<file path="src/rtl/pcie_egress_splitter.sv">
// pcie_egress_splitter: breaks one host-buffer transfer into a sequence of
// 32-bit-address MWR/MRD TLP requests for the egress TLP builder. Each chunk
// is bounded by the max payload/read size and never crosses a 4 KB page.
// Optional feature macro: PCIE_SPLIT_STATS_EN (per-transfer TLP counter on
// o_tlp_count; tied to 0 when undefined).
module pcie_egress_splitter #(
  parameter int MAX_PAYLOAD_DW = 32,
  parameter int MAX_READ_DW    = 128,
  parameter int CNT_WIDTH      = 24
) (
  input  logic                 clk,
  input  logic                 rst_n,
  input  logic                 i_start,
  input  logic                 i_cmd_write,
  input  logic [31:0]          i_base_address,
  input  logic [CNT_WIDTH-1:0] i_total_dwords,
  input  logic [13:0]          i_flags,
  input  logic [15:0]          i_requester_id,
  input  logic                 i_abort,
  output logic                 o_busy,
  output logic                 o_done,
  output logic                 o_aborted,
  output logic                 o_error,
  output logic                 o_egress_enable,
  input  logic                 i_egress_finished,
  output logic [7:0]           o_egress_command,
  output logic [13:0]          o_egress_flags,
  output logic [31:0]          o_egress_address,
  output logic [15:0]          o_egress_requester_id,
  output logic [7:0]           o_egress_tag,
  output logic [CNT_WIDTH-1:0] o_egress_size,
  output logic [15:0]          o_tlp_count
);

  localparam logic [2:0] S_IDLE     = 3'd0;
  localparam logic [2:0] S_CALC     = 3'd1;
  localparam logic [2:0] S_ISSUE    = 3'd2;
  localparam logic [2:0] S_WAIT_FIN = 3'd3;
  localparam logic [2:0] S_RELEASE  = 3'd4;
  localparam logic [2:0] S_DONE     = 3'd5;

  localparam logic [7:0] PCIE_MWR_32B = 8'h40;
  localparam logic [7:0] PCIE_MRD_32B = 8'h00;

  // Chunk arithmetic width: wide enough for both the counter and a 1024-dword page.
  localparam int CW = (CNT_WIDTH > 11) ? CNT_WIDTH : 11;

  logic [2:0]           state;
  logic [31:0]          addr;
  logic [CNT_WIDTH-1:0] remaining;
  logic                 cmd_write;
  logic                 abort_flag;
  logic [4:0]           tag;
  logic [10:0]          chunk_q;

  logic [10:0]          boundary_dw;
  logic [CW-1:0]        rem_w;
  logic [CW-1:0]        lim_w;
  logic [CW-1:0]        bnd_w;
  logic [CW-1:0]        chunk_w;
  logic                 start_ok;

  // Next chunk size: min(remaining, size limit, dwords left in the 4 KB page).
  always_comb begin
    boundary_dw = 11'd1024 - {1'b0, addr[11:2]};
    rem_w       = CW'(remaining);
    lim_w       = cmd_write ? CW'(MAX_PAYLOAD_DW) : CW'(MAX_READ_DW);
    bnd_w       = CW'(boundary_dw);
    chunk_w     = rem_w;
    if (lim_w < chunk_w) chunk_w = lim_w;
    if (bnd_w < chunk_w) chunk_w = bnd_w;
    start_ok    = (i_total_dwords != '0) && (i_base_address[1:0] == 2'b00);
  end

  // Transfer sequencer and builder handshake.
  always_ff @(posedge clk or negedge rst_n) begin
    if (!rst_n) begin
      state                 <= S_IDLE;
      addr                  <= '0;
      remaining             <= '0;
      cmd_write             <= 1'b0;
      abort_flag            <= 1'b0;
      tag                   <= '0;
      chunk_q               <= '0;
      o_busy                <= 1'b0;
      o_done                <= 1'b0;
      o_aborted             <= 1'b0;
      o_error               <= 1'b0;
      o_egress_enable       <= 1'b0;
      o_egress_command      <= '0;
      o_egress_flags        <= '0;
      o_egress_address      <= '0;
      o_egress_requester_id <= '0;
      o_egress_tag          <= '0;
      o_egress_size         <= '0;
    end else begin
      o_done  <= 1'b0;
      o_error <= 1'b0;
      if ((state != S_IDLE) && i_abort) abort_flag <= 1'b1;

      case (state)
        S_IDLE: begin
          if (i_start) begin
            if (!start_ok) begin
              o_error <= 1'b1;
            end else begin
              addr       <= i_base_address;
              remaining  <= i_total_dwords;
              cmd_write  <= i_cmd_write;
              abort_flag <= 1'b0;
              o_aborted  <= 1'b0;
              o_busy     <= 1'b1;
              state      <= S_CALC;
            end
          end
        end
        S_CALC: begin
          chunk_q               <= chunk_w[10:0];
          o_egress_size         <= chunk_w[CNT_WIDTH-1:0];
          o_egress_address      <= addr;
          o_egress_command      <= cmd_write ? PCIE_MWR_32B : PCIE_MRD_32B;
          o_egress_flags        <= i_flags;
          o_egress_requester_id <= i_requester_id;
          o_egress_tag          <= {3'b000, tag};
          state                 <= S_ISSUE;
        end
        S_ISSUE: begin
          o_egress_enable <= 1'b1;
          state           <= S_WAIT_FIN;
        end
        S_WAIT_FIN: begin
          if (i_egress_finished) begin
            o_egress_enable <= 1'b0;
            addr            <= addr + {19'd0, chunk_q, 2'b00};
            remaining       <= remaining - CNT_WIDTH'(chunk_q);
            if (!cmd_write) tag <= tag + 5'd1;
            state           <= S_RELEASE;
          end
        end
        S_RELEASE: begin
          // An abort arriving on this very edge still stops before the next chunk.
          if (!i_egress_finished) begin
            if ((remaining == '0) || abort_flag || i_abort) state <= S_DONE;
            else                                             state <= S_CALC;
          end
        end
        S_DONE: begin
          // Only a transfer with dwords left unissued counts as aborted.
          o_done    <= 1'b1;
          o_aborted <= abort_flag && (remaining != '0);
          o_busy    <= 1'b0;
          state     <= S_IDLE;
        end
        default: state <= S_IDLE;
      endcase
    end
  end

`ifdef PCIE_SPLIT_STATS_EN
  logic [15:0] tlp_count;

  // Per-transfer TLP counter, saturating, held after completion.
  always_ff @(posedge clk or negedge rst_n) begin
    if (!rst_n) begin
      tlp_count <= '0;
    end else if ((state == S_IDLE) && i_start && start_ok) begin
      tlp_count <= '0;
    end else if ((state == S_WAIT_FIN) && i_egress_finished && (tlp_count != 16'hFFFF)) begin
      tlp_count <= tlp_count + 16'd1;
    end
  end

  assign o_tlp_count = tlp_count;
`else
  assign o_tlp_count = '0;
`endif

endmodule

</file>
<file path="config.mk">
export PLATFORM = sky130hd
export DESIGN_NAME = pcie_egress_splitter
export DESIGN_NICKNAME = d
export VERILOG_FILES = /design/src/rtl/pcie_egress_splitter.sv
export SDC_FILE = /design/constraint.sdc
export NUM_CORES = 1
export LEC_CHECK = 0
export BUFFER_PORTS_ARGS = -buffer_cell sky130_fd_sc_hd__buf_2
export CORE_ASPECT_RATIO = 1.75
export CORE_MARGIN = 2
export CORE_UTILIZATION = 49
export CTS_CLUSTER_DIAMETER = 200
export DETAILED_ROUTE_END_ITERATION = 6
export PLACE_DENSITY = 0.77
export SYNTH_ARGS = -nofsm -noshare
export SYNTH_HDL_FRONTEND = slang
export SYNTH_SLANG_ARGS = --single-unit
</file>
<file path="constraint.sdc">
create_clock -name clk -period 3.15 [get_ports clk]
set_input_delay 0 -clock clk [delete_from_list [all_inputs] [get_ports clk]]
set_output_delay 0 -clock clk [all_outputs]
set_load 0.01 [all_outputs]
</file>
### After elaboration in Yosys (flattened, before gate mapping)

Cells that the tools add are included.

| word-level totals | value |
|---|---|
| flip-flop bits (word level) | 181 |
| bits in latches | 0 |
| RAM bits | 0 |
| ROM bits | 0 |
| bits of input ports | 92 |
| output and inout bits | 123 |
| word-level logic and storage cells | 88 |
| memories kept | 0 |

| operators by class | value |
|---|---|
| add/subtract/negate cells | 4 |
| $mul | 0 |
| div/mod/pow operators | 0 |
| $lt $le $gt $ge | 2 |
| eq/ne operators | 9 |
| shift operators | 0 |
| muxes and demuxes | 34 |
| bitwise logic cells | 1 |
| reductions and logical operators | 20 |

Operator list:

| operator | count |
|---|---|
| two-way mux 24 bit | 5 |
| two-way mux 32 bit | 3 |
| one-hot mux 32 bit (2 select lines) | 1 |
| one-hot mux 24 bit (2 select lines) | 1 |
| nonzero test 24 bit | 2 |
| adder 32 x 13 -> 32 bit | 1 |
| zero test 24 bit | 1 |
| < comparator 11 x 24 -> 1 bit | 1 |
| < comparator 8 x 24 -> 1 bit | 1 |
| subtractor 24 x 11 -> 24 bit | 1 |
| two-way mux 3 bit | 5 |
| one-hot mux 3 bit (5 select lines) | 1 |
| two-way mux 1 bit | 13 |
| subtractor 11 x 10 -> 11 bit (first input constant) | 1 |
| AND reduction 3 bit | 3 |
| two-way mux 8 bit | 1 |
| inequality test 2 bit (second input constant) | 4 |
| AND reduction 4 bit | 2 |
| two-way mux 7 bit | 1 |
| equality test 3 x 2 -> 1 bit (second input constant) | 2 |
| equality test 3 bit (second input constant) | 2 |
| one-hot mux 1 bit (2 select lines) | 3 |
| nonzero test 2 bit | 3 |
| adder 5 x 1 -> 5 bit (second input constant) | 1 |
| other kinds (8) | 11 |

### Logic depth before layout (Yosys ltp)

Gate-level depths: netlist of the first run.

| depth | value |
|---|---|
| depth after elaboration | 6 |
| mapped depth | 15 |
| mapped depth without buffers | 14 |

### Worst setup path before layout of the first run

OpenSTA, ideal clock, no wires.

| path | value |
|---|---|
| path type | register -> register |
| from | reg remaining[5] (netlist: rem_w[5]) |
| to | reg o_egress_size[0] |
| library setup time | 0.126 ns |
| arrival time | 3.286 ns |
| data required time | 3.024 ns |
| path slack | -0.262 ns |
| cell stages (with the launch flop) | 16 |
| path buffers | 1 |
| period minus slack after synthesis | 3.412 ns |
| cell sequence | dfrtp_1 > inv_1 > ha_1 > nor4bb_1 > a221oi_1 > nor3_2 > mux2i_1 > inv_1 > ha_1 > nand4_1 > nor2_1 > a211oi_1 > o211ai_1 > and3_1 > clkbuf_1 > a221o_1 |

| between the ends | value |
|---|---|
| longest elaborated chain between the ends | 4 |

Ends and longest elaborated chain:

| item | RTL line | RTL |
|---|---|---|
| from (decl) | 50 | `logic [CNT_WIDTH-1:0] remaining;` |
| from (signal assigned) | 108 | `remaining <= i_total_dwords;` |
| from (signal assigned) | 135 | `remaining <= remaining - CNT_WIDTH'(chunk_q);` |
| < comparator 8 x 24 -> 1 bit | 70 | `if (lim_w < chunk_w) chunk_w = lim_w;` |
| two-way mux 24 bit * | 70 |  |
| < comparator 11 x 24 -> 1 bit | 71 | `if (bnd_w < chunk_w) chunk_w = bnd_w;` |
| two-way mux 24 bit * | 71 |  |
| to (signal assigned) | 119 | `o_egress_size <= chunk_w[CNT_WIDTH-1:0];` |
| to (decl) | 31 | `output logic [CNT_WIDTH-1:0] o_egress_size,` |

Every way passes the cells marked *; elsewhere a longest branch is shown, timed or not.
A chain may end at the register's enable or synchronous reset.

### Final worst setup path of the first run

| path | value |
|---|---|
| from | reg cmd_write |
| to | reg o_egress_size[2] |

| between the ends | value |
|---|---|
| longest elaborated chain between the ends | 5 |

Ends and longest elaborated chain:

| item | RTL line | RTL |
|---|---|---|
| from (decl) | 51 | `logic cmd_write;` |
| from (signal assigned) | 109 | `cmd_write <= i_cmd_write;` |
| two-way mux 8 bit * | 67 | `lim_w = cmd_write ? CW'(MAX_PAYLOAD_DW) : CW'(MAX_READ_DW);` |
| < comparator 8 x 24 -> 1 bit | 70 |  |
| two-way mux 24 bit * | 70 |  |
| < comparator 11 x 24 -> 1 bit | 71 |  |
| two-way mux 24 bit * | 71 |  |

Marks and branches as above.

==> summary.txt, run 1 <==
Detailed routing
  • DRT antenna net count: 0
  • WL final: 27000 µm
  • DRC: 0
  • Drt initial violations: 523
  • Vias: 8726
  • Routed vias/inst: 5.52
  • Router iterations before antenna repair: 5
  • WL per Instance: 17.1 µm

STA
  • Fin Clk Skew: 0.0102 ns
  • RSZ-0062 raised after global routing: yes
  • Relative slew margins: 0.329
  • Fin. Hold Viols: 0
  • Post-route setup slack: -0.253 ns
  • Final min period: 3.40 ns
  • Final setup viols: 11
  • Final Max Slew Viols: 0
  • Max frequency: 294 MHz
  • Crit share post-route: 1.08
  • Worst-Margin Slew: 1.00 ns

Power
  • PD cells: 1050 mW/mm²
  • Leak pwr: 5.91 nW
  • Maximum vdd drop: 586 µV
  • Power share of the clock group: 0.178
  • Comb pwr share: 0.529
  • Sw Ratio: 0.431
  • Internal power: 7.17 mW
  • Psw: 5.43 mW
  • Reg power frac: 0.294

Place
  • Placed Instances: 1460
  • PortBufs: 188
  • HPWL after detailed placement: 18800 µm
  • RePlAce Congestion: 0.917

Critical path
  • WP depth: 17
  • Buf+Inv Stages, Crit Path: 5
  • Internal reg-to-reg setup slack: -0.25 ns
  • Worst r2r path cells: 17
  • Crit path DAT: 3.71 ns
  • Crit path capture type: flip-flop
  • Critical path launch point: cmd_write
  • CP max stage cell: dfrtp_1
  • CP Launch Type: flip-flop
  • Worst Setup Path Type: reg -> reg
  • CP peak stage delay: 0.39 ns
  • Required time of the critical path: 3.46 ns
  • Kind of cell adding the most delay to the critical path: simple AND/OR/NAND/NOR gates
  • FF-to-FF End: o_egress_size[2]
  • Crit-path cells: buf_6 > ha_4 > nor4bb_4 > a221oi_4 > nor3_4 > buf_12 > mux2i_4 > inv_2 > ha_4 > nand4_1 > nor2_1 > a211oi_2 > buf_4 > o311ai_2 > buf_4 > nand2_4 > a221o_1
  • R2r startpoint: cmd_write
  • Critical-path maximum fanout: 5

Synthesis
  • Asr flop ratio synth: 1.00
  • Post-synth top area share: 0.457
  • EDFF count, synth: 0
  • Library cells used by synthesis: 67
  • Synth top cells by count: nand2_1 (271), dfrtp_1 (163), nor2_1 (60)
  • Synth Instances: 1028
  • Sequential-to-total area share from yosys stat: 0.457
  • Syn Std Cell Area: 0.00892 mm²
  • Avg Cell Area, Syn: 8.68 µm²
  • Synth top area cells: dfrtp_1 (46%), nand2_1 (11%), ha_1 (5.0%)
  • Synth warn: 0
  • Most frequent cell after synthesis: nand2_1
  • Register bit total from synthesis: 163
  • Synth Flop Type: dfrtp_1
  • Leading area contributor after synthesis: dfrtp_1

Clock tree
  • Reg clk slew, reported paths: 0.06 ns
  • Root Driver: clkbuf_16
  • CTS tree: done
  • H-tree Lvls: 4
  • Skew-Pair Late Insertion Delay: 0.43 ns
  • CTS max path bufs: 2
  • Num CTS Buffers: 17
  • Clk sinks: 163

Floorplan
  • Core Area: 0.0180 mm²
  • Die Ht: 182 µm
  • Die width: 106 µm
  • Io pins: 215
  • Die area: 0.0193 mm²
  • Initial cell density of the core: 0.496
  • Std cell rows: 65

Hold path
  • Hold Crit Endpoint: rem_w[21]
  • Hold depth: 4
  • Hold_sp: i_total_dwords[21]
  • Type of the most critical hold path: in -> reg

Finish
  • Core Util, Final: 0.669
  • Fraction of layout cells with a size suffix above 1: 0.228
  • Fin nets: 1464
  • Non-Filler Instances: 1581
  • # diodes: 0
  • Area grow syn2layout: 34.7%
  • Fillers: 1450

Outcome
  • Outcome: complete, but fails checks
  • Violated checks: setup timing

Flow run
  • Max-cap violations: 0

Global routing
  • Number of global-route vias before repair: 8769
  • First-pass GRT wire length: 43000 µm
  • Gr ovfl total: 0
  • Initial antenna violation count: 0
  • Largest net degree at the start of global routing: 96
  • Total global-route track usage: 0.283
[final cells by class]
cell class | instances | area (µm²) | area share
clock buffers | 21 | 460 | 0.0383
clock inverters | 11 | 175 | 0.0146
inverters | 30 | 113 | 0.00937
multi-input cells | 787 | 4590 | 0.382
flip-flops and latches | 163 | 4080 | 0.339
well taps | 234 | 293 | 0.0244
repair buffers | 335 | 2310 | 0.192
[worst register-to-register path, stage by stage, from the launching register on]
cell and delay [ns]:
dfrtp_1 0.39, buf_6 0.13, ha_4 0.25, nor4bb_4 0.33, a221oi_4 0.13, nor3_4 0.17, buf_12 0.15, mux2i_4 0.24
inv_2 0.07, ha_4 0.26, nand4_1 0.15, nor2_1 0.17, a211oi_2 0.07, buf_4 0.14, o311ai_2 0.08, buf_4 0.20
nand2_4 0.06, a221o_1 0.32
[repair_timing]
item                                    CTS  global route
resized for setup                        17             1
pin swaps                                 6             9
cloned                                    0             0
hold buffers                             82             0
endpoints found under the setup margin   11            11
endpoints found under the hold margin   176             0
buffers inserted                          5             2
[power by group through the flow]
stage	logic (mW)	registers (mW)	clock network [mW]
floorplan	3.90	3.85	0
global placement	6.15	3.70	0
detailed placement	6.30	3.73	0
CTS	6.57	3.70	2.25
global route	7.38	3.83	2.35
finish	6.66	3.70	2.24
[registers in the layout, summed over array words and instances (netlist names)]
register,count
o_egress_address,32
o_egress_command,1
o_done,1
tag,5
o_aborted,1
o_egress_size,24
o_egress_tag,5
abort_flag,1
o_error,1
state,3
o_egress_flags,14
o_busy,1
addr,32
o_egress_enable,1
rem_w,24
cmd_write,1
o_egress_requester_id,16
[routing by layer]
layer,share of wire,wire (µm),global-route usage
met5,0,0,0
met4,0.060,1630,0.185
met3,0.045,1210,0.0404
met2,0.53,14400,0.519
met1,0.36,9760,0.297
[stage by stage]
stage	total power, mW	hold WS (ns)	cell area (µm²)	setup TNS [ns]	setup WS [ns]
2_1_floorplan	7.74	-0.296	9060	0	0.00880
3_3_place_gp	9.85	0.153	10400	-1.64	-0.179
3_5_place_dp	10.0	0.168	10400	-2.74	-0.292
4_1_cts	12.5	0.0105	12000	-1.87	-0.211
5_1_grt	13.6	0.0338	12000	-4.19	-0.414
6_report	12.6	0.00886	12000	-2.48	-0.253
[cell usage in the layout, fill, tap and decap left out, types with 6 or more instances in the layout]
cell type and n:
nor4_1 14, conb_1 29, nand3_1 37, nand4_1 13, nand2_1 269, and3_1 9
xnor2_1 13, dlygate4sd3_1 82, a21o_1 6, nor2b_1 22, nor2_1 59, o311ai_0 6
dfrtp_1 163, a221o_1 6, a21boi_0 16, o211ai_1 16, ha_1 33, clkbuf_16 17
o31a_1 7, nand3b_1 7, a31oi_1 15, and2_1 11, o21a_1 11, a211oi_1 9
or3_1 10, nor3_1 23, o21ai_0 32, buf_2 187, inv_1 27, buf_4 59
a21oi_1 34
[logic make-up after synthesis]
kind of cell,Yosys count,share of synthesized area
other cells,2,0.000842
simple gates,498,0.252
xor+xnor,18,0.0177
fa+ha+maj,38,0.0550
compound gates,198,0.155
buf+inv,105,0.0551
flops,163,0.457
mux,6,0.00687
[worst max path at each step]
stage	to	slack [ns]
after floorplan	o_egress_size[1]	0.009
after global placement	o_egress_size[7]	-0.18
after detailed placement	o_egress_size[0]	-0.29
after CTS	o_egress_size[0]	-0.21
after global routing	o_egress_size[5]	-0.41
final	o_egress_size[2]	-0.25
(Power assumes the default switching activity.)
==> run 2, diff against run 1 <==
--- a/config.mk
+++ b/config.mk
@@ -8,10 +8,11 @@
 export BUFFER_PORTS_ARGS = -buffer_cell sky130_fd_sc_hd__buf_2
 export CORE_ASPECT_RATIO = 1.75
 export CORE_MARGIN = 2
-export CORE_UTILIZATION = 49
+export CORE_UTILIZATION = 50
 export CTS_CLUSTER_DIAMETER = 200
+export CTS_CLUSTER_SIZE = 30
 export DETAILED_ROUTE_END_ITERATION = 6
-export PLACE_DENSITY = 0.77
+export PLACE_DENSITY = 0.75
 export SYNTH_ARGS = -nofsm -noshare
 export SYNTH_HDL_FRONTEND = slang
 export SYNTH_SLANG_ARGS = --single-unit
==> constraint.sdc (replaced) <==
create_clock -name clk -period 4.4 [get_ports clk]
set_input_delay 0 -clock clk [delete_from_list [all_inputs] [get_ports clk]]
set_output_delay 0 -clock clk [all_outputs]
set_load 0.01 [all_outputs]
==> summary.txt, run 2 (synthesis gave the netlist of run 1 again) <==
Outcome
  • Outcome: complete, no violations

Finish
  • Largest registers: addr x32, o_egress_address x32
  • Storage cell area: 0.00408 mm² (unchanged)
  • Commonest non-fill, non-tap cell in the layout: nand2_1
  • Fillers: 1481 (+2.1%)
  • Design Area, Final: 0.0114 mm² (-4.9%)
  • Area grow syn2layout: 28.1%
  • Area of the multi-input gates: 0.00447 mm² (-2.6%)
  • Fin nets: 1419 (-3.1%)
  • # diodes: 0 (unchanged)
  • Fraction of layout cells with a size suffix above 1: 0.190 (-0.0374)
  • Most frequent cells in the layout: nand2_1 (270), buf_2 (187), dfrtp_1 (163)

Place
  • Place WS: 0.694 ns (+0.986 ns)
  • Post-DP Area: 0.0100 mm² (-3.6%)
  • RePlAce Congestion: 0.880 (-4.0%)
  • PortBufs: 188 (unchanged)
  • HPWL after detailed placement: 18300 µm (-2.8%)

Power
  • Leak pwr: 5.61 nW (-5.0%)
  • Maximum vdd drop: 428 µV (-27%)
  • Internal power: 4.57 mW (-36%)
  • Comb pwr share: 0.503 (-0.026)
  • Psw: 3.76 mW (-31%)
  • PD cells: 729 mW/mm² (-30%)
  • Reg power frac: 0.327 (+0.033)
  • Sw Ratio: 0.452 (+0.0206)
  • Power share of the clock group: 0.170 (-0.008)

STA
  • Post-route setup slack: 0.648 ns (+0.901 ns)
  • RSZ-0062 raised after global routing: no
  • Max frequency: 267 MHz (-9.3%)
  • Setup TNS: 0 ns (+2.48 ns)
  • Hold_ws: 0.0154 ns (+0.00651 ns)
  • Final Max Slew Viols: 0 (unchanged)
  • Crit share post-route: 0.853 (-0.228)
  • Worst-Margin Slew: 0.941 ns (-0.0631 ns)
  • Fin Clk Skew: 0.0125 ns (+0.00237 ns)
  • Final min period: 3.75 ns (+0.349 ns)
  • Relative slew margins: 0.373 (+0.0441)
  • Final setup viols: 0 (-11)
  • Fin. Hold Viols: 0 (unchanged)

Detailed routing
  • WL per Instance: 17.2 µm (+0.71%)
  • Router iterations before antenna repair: 5 (unchanged)
  • Vias: 8546 (-2.1%)
  • WL final: 26400 µm (-2.3%)
  • DRT antenna net count: 0 (unchanged)
  • Routed vias/inst: 5.57 (+1.0%)
  • DRC: 0 (unchanged)
  • Drt initial violations: 506 (-3.3%)

Critical path
  • Worst Setup Path Type: reg -> reg
  • Crit path capture type: flip-flop
  • Critical-path maximum fanout: 6 (+1)
  • Crit path DAT: 4.07 ns (+0.36 ns)
  • CP Launch Type: flip-flop
  • Required time of the critical path: 4.71 ns (+1.25 ns)

Floorplan
  • Std cell rows: 64 (-1.5%)
  • Die Ht: 181 µm (-0.98%)
  • Die width: 105 µm (-0.97%)
  • Initial cell density of the core: 0.511 (+0.0147)
  • Die area: 0.0190 mm² (-1.9%)
  • Core Area: 0.0175 mm² (-2.9%)
  • Io pins: 215 (unchanged)

Clock tree
  • Root Driver: clkbuf_16
  • Reg clk slew, reported paths: 0.07 ns (about the same)
  • Skew-Pair Late Insertion Delay: 0.44 ns (about the same)
  • CTS tree: done
  • Clk sinks: 163 (unchanged)
  • CTS max path bufs: 2 (unchanged)
  • Num CTS Buffers: 17 (unchanged)
  • Post-CTS setup buffer count: 0 (-5)
  • H-tree Lvls: 4 (unchanged)

Global routing
  • First-pass GRT wire length: 42400 µm (-1.4%)
  • Number of global-route vias before repair: 8423 (-3.9%)
  • Largest net degree at the start of global routing: 80 (-17%)
  • Gr ovfl total: 0 (unchanged)
  • Initial antenna violation count: 0 (unchanged)
  • Total global-route track usage: 0.283 (-0.000419)

Hold path
  • Type of the most critical hold path: in -> reg

Flow run
  • Max-cap violations: 0 (unchanged)
==> run 2: cell count changes in the layout (fill, tap and decap cells not counted), sizes merged <==
cell	previous run	this run
clkinv	1	6
bufinv	4	0
inv	31	35
clkbuf	21	18
buf	253	206
clkinvlp	5	3
dlygate4sd3	82	84
==> run 2: final cells by class <==
type | instances | area share
Timing Repair Buffer | 290 | 0.168
Tap cell | 231 | 0.0253
Multi-Input combinational cell | 787 | 0.391
Clock buffer | 18 | 0.0384
Inverter | 30 | 0.00985
Clock inverter | 14 | 0.0107
Sequential cell | 163 | 0.357
==> run 2: power groups by stage <==
stage | Sequential (mW) | Combinational (mW) | Clock [mW]
6_report | 2.73 | 4.19 | 1.41
5_1_grt | 2.82 | 4.72 | 1.50
3_3_place_gp | 2.72 | 4.03 | 0
3_5_place_dp | 2.74 | 4.13 | 0
2_1_floorplan | 2.75 | 2.75 | 0
4_1_cts | 2.72 | 4.21 | 1.43
==> run 2: per-stage QoR <==
stage / total power, mW / cells / util
finish: 8.33 / 1533 / 0.655
global route: 9.04 / 1533 / 0.655
CTS: 8.36 / 1533 / 0.655
detailed placement: 6.88 / 1417 / 0.575
global placement: 6.75 / 1417 / 0.575
floorplan: 5.50 / 1055 / -
==> run 2: path summary, 6_finish.rpt <==
check	startpoint	to	slack, ns	cells past startpoint
min reg2reg	addr[0]	o_egress_address[0]	0.47	2
min	i_total_dwords[4]	rem_w[4]	0.02	3
max in group asynchronous	rst_n	o_egress_address[27]	3.16	3
max	cmd_write	o_egress_size[1]	0.65	14
max reg2reg	cmd_write	o_egress_size[1]	0.65	14
min in group asynchronous	rst_n	o_egress_size[17]	0.15	2
==> run 2: what timing repair did <==
| action | in CTS | in global routing |
|---|---|---|
| endpoints found under the setup margin | 0 | 0 |
| gates resized for setup | 0 | 0 |
| hold buffers | 84 | 0 |
| hold endpoints to repair | 156 | 0 |
==> run 2: metal layers <==
| metal | up-vias | track usage | wire, µm |
|---|---|---|---|
| li1 | 4064 | - | - |
| met1 | 4095 | 0.307 | 9730 |
| met2 | 302 | 0.513 | 14200 |
| met3 | 85 | 0.0480 | 1140 |
| met4 | 0 | 0.159 | 1350 |
| met5 | - | 0 | 0 |
==> run 2: worst max-delay path: stages, from the launching register on <==
cell and delay (ns):
dfrtp_1 0.44, inv_1 0.10, ha_1 0.30, nor4bb_1 0.22
a221oi_1 0.16, nor3_2 0.37, mux2i_1 0.28, inv_1 0.07
ha_1 0.29, nand4_1 0.15, nor2_1 0.07, a211oi_1 0.32
o211ai_1 0.23, and3_1 0.31, a221o_1 0.31
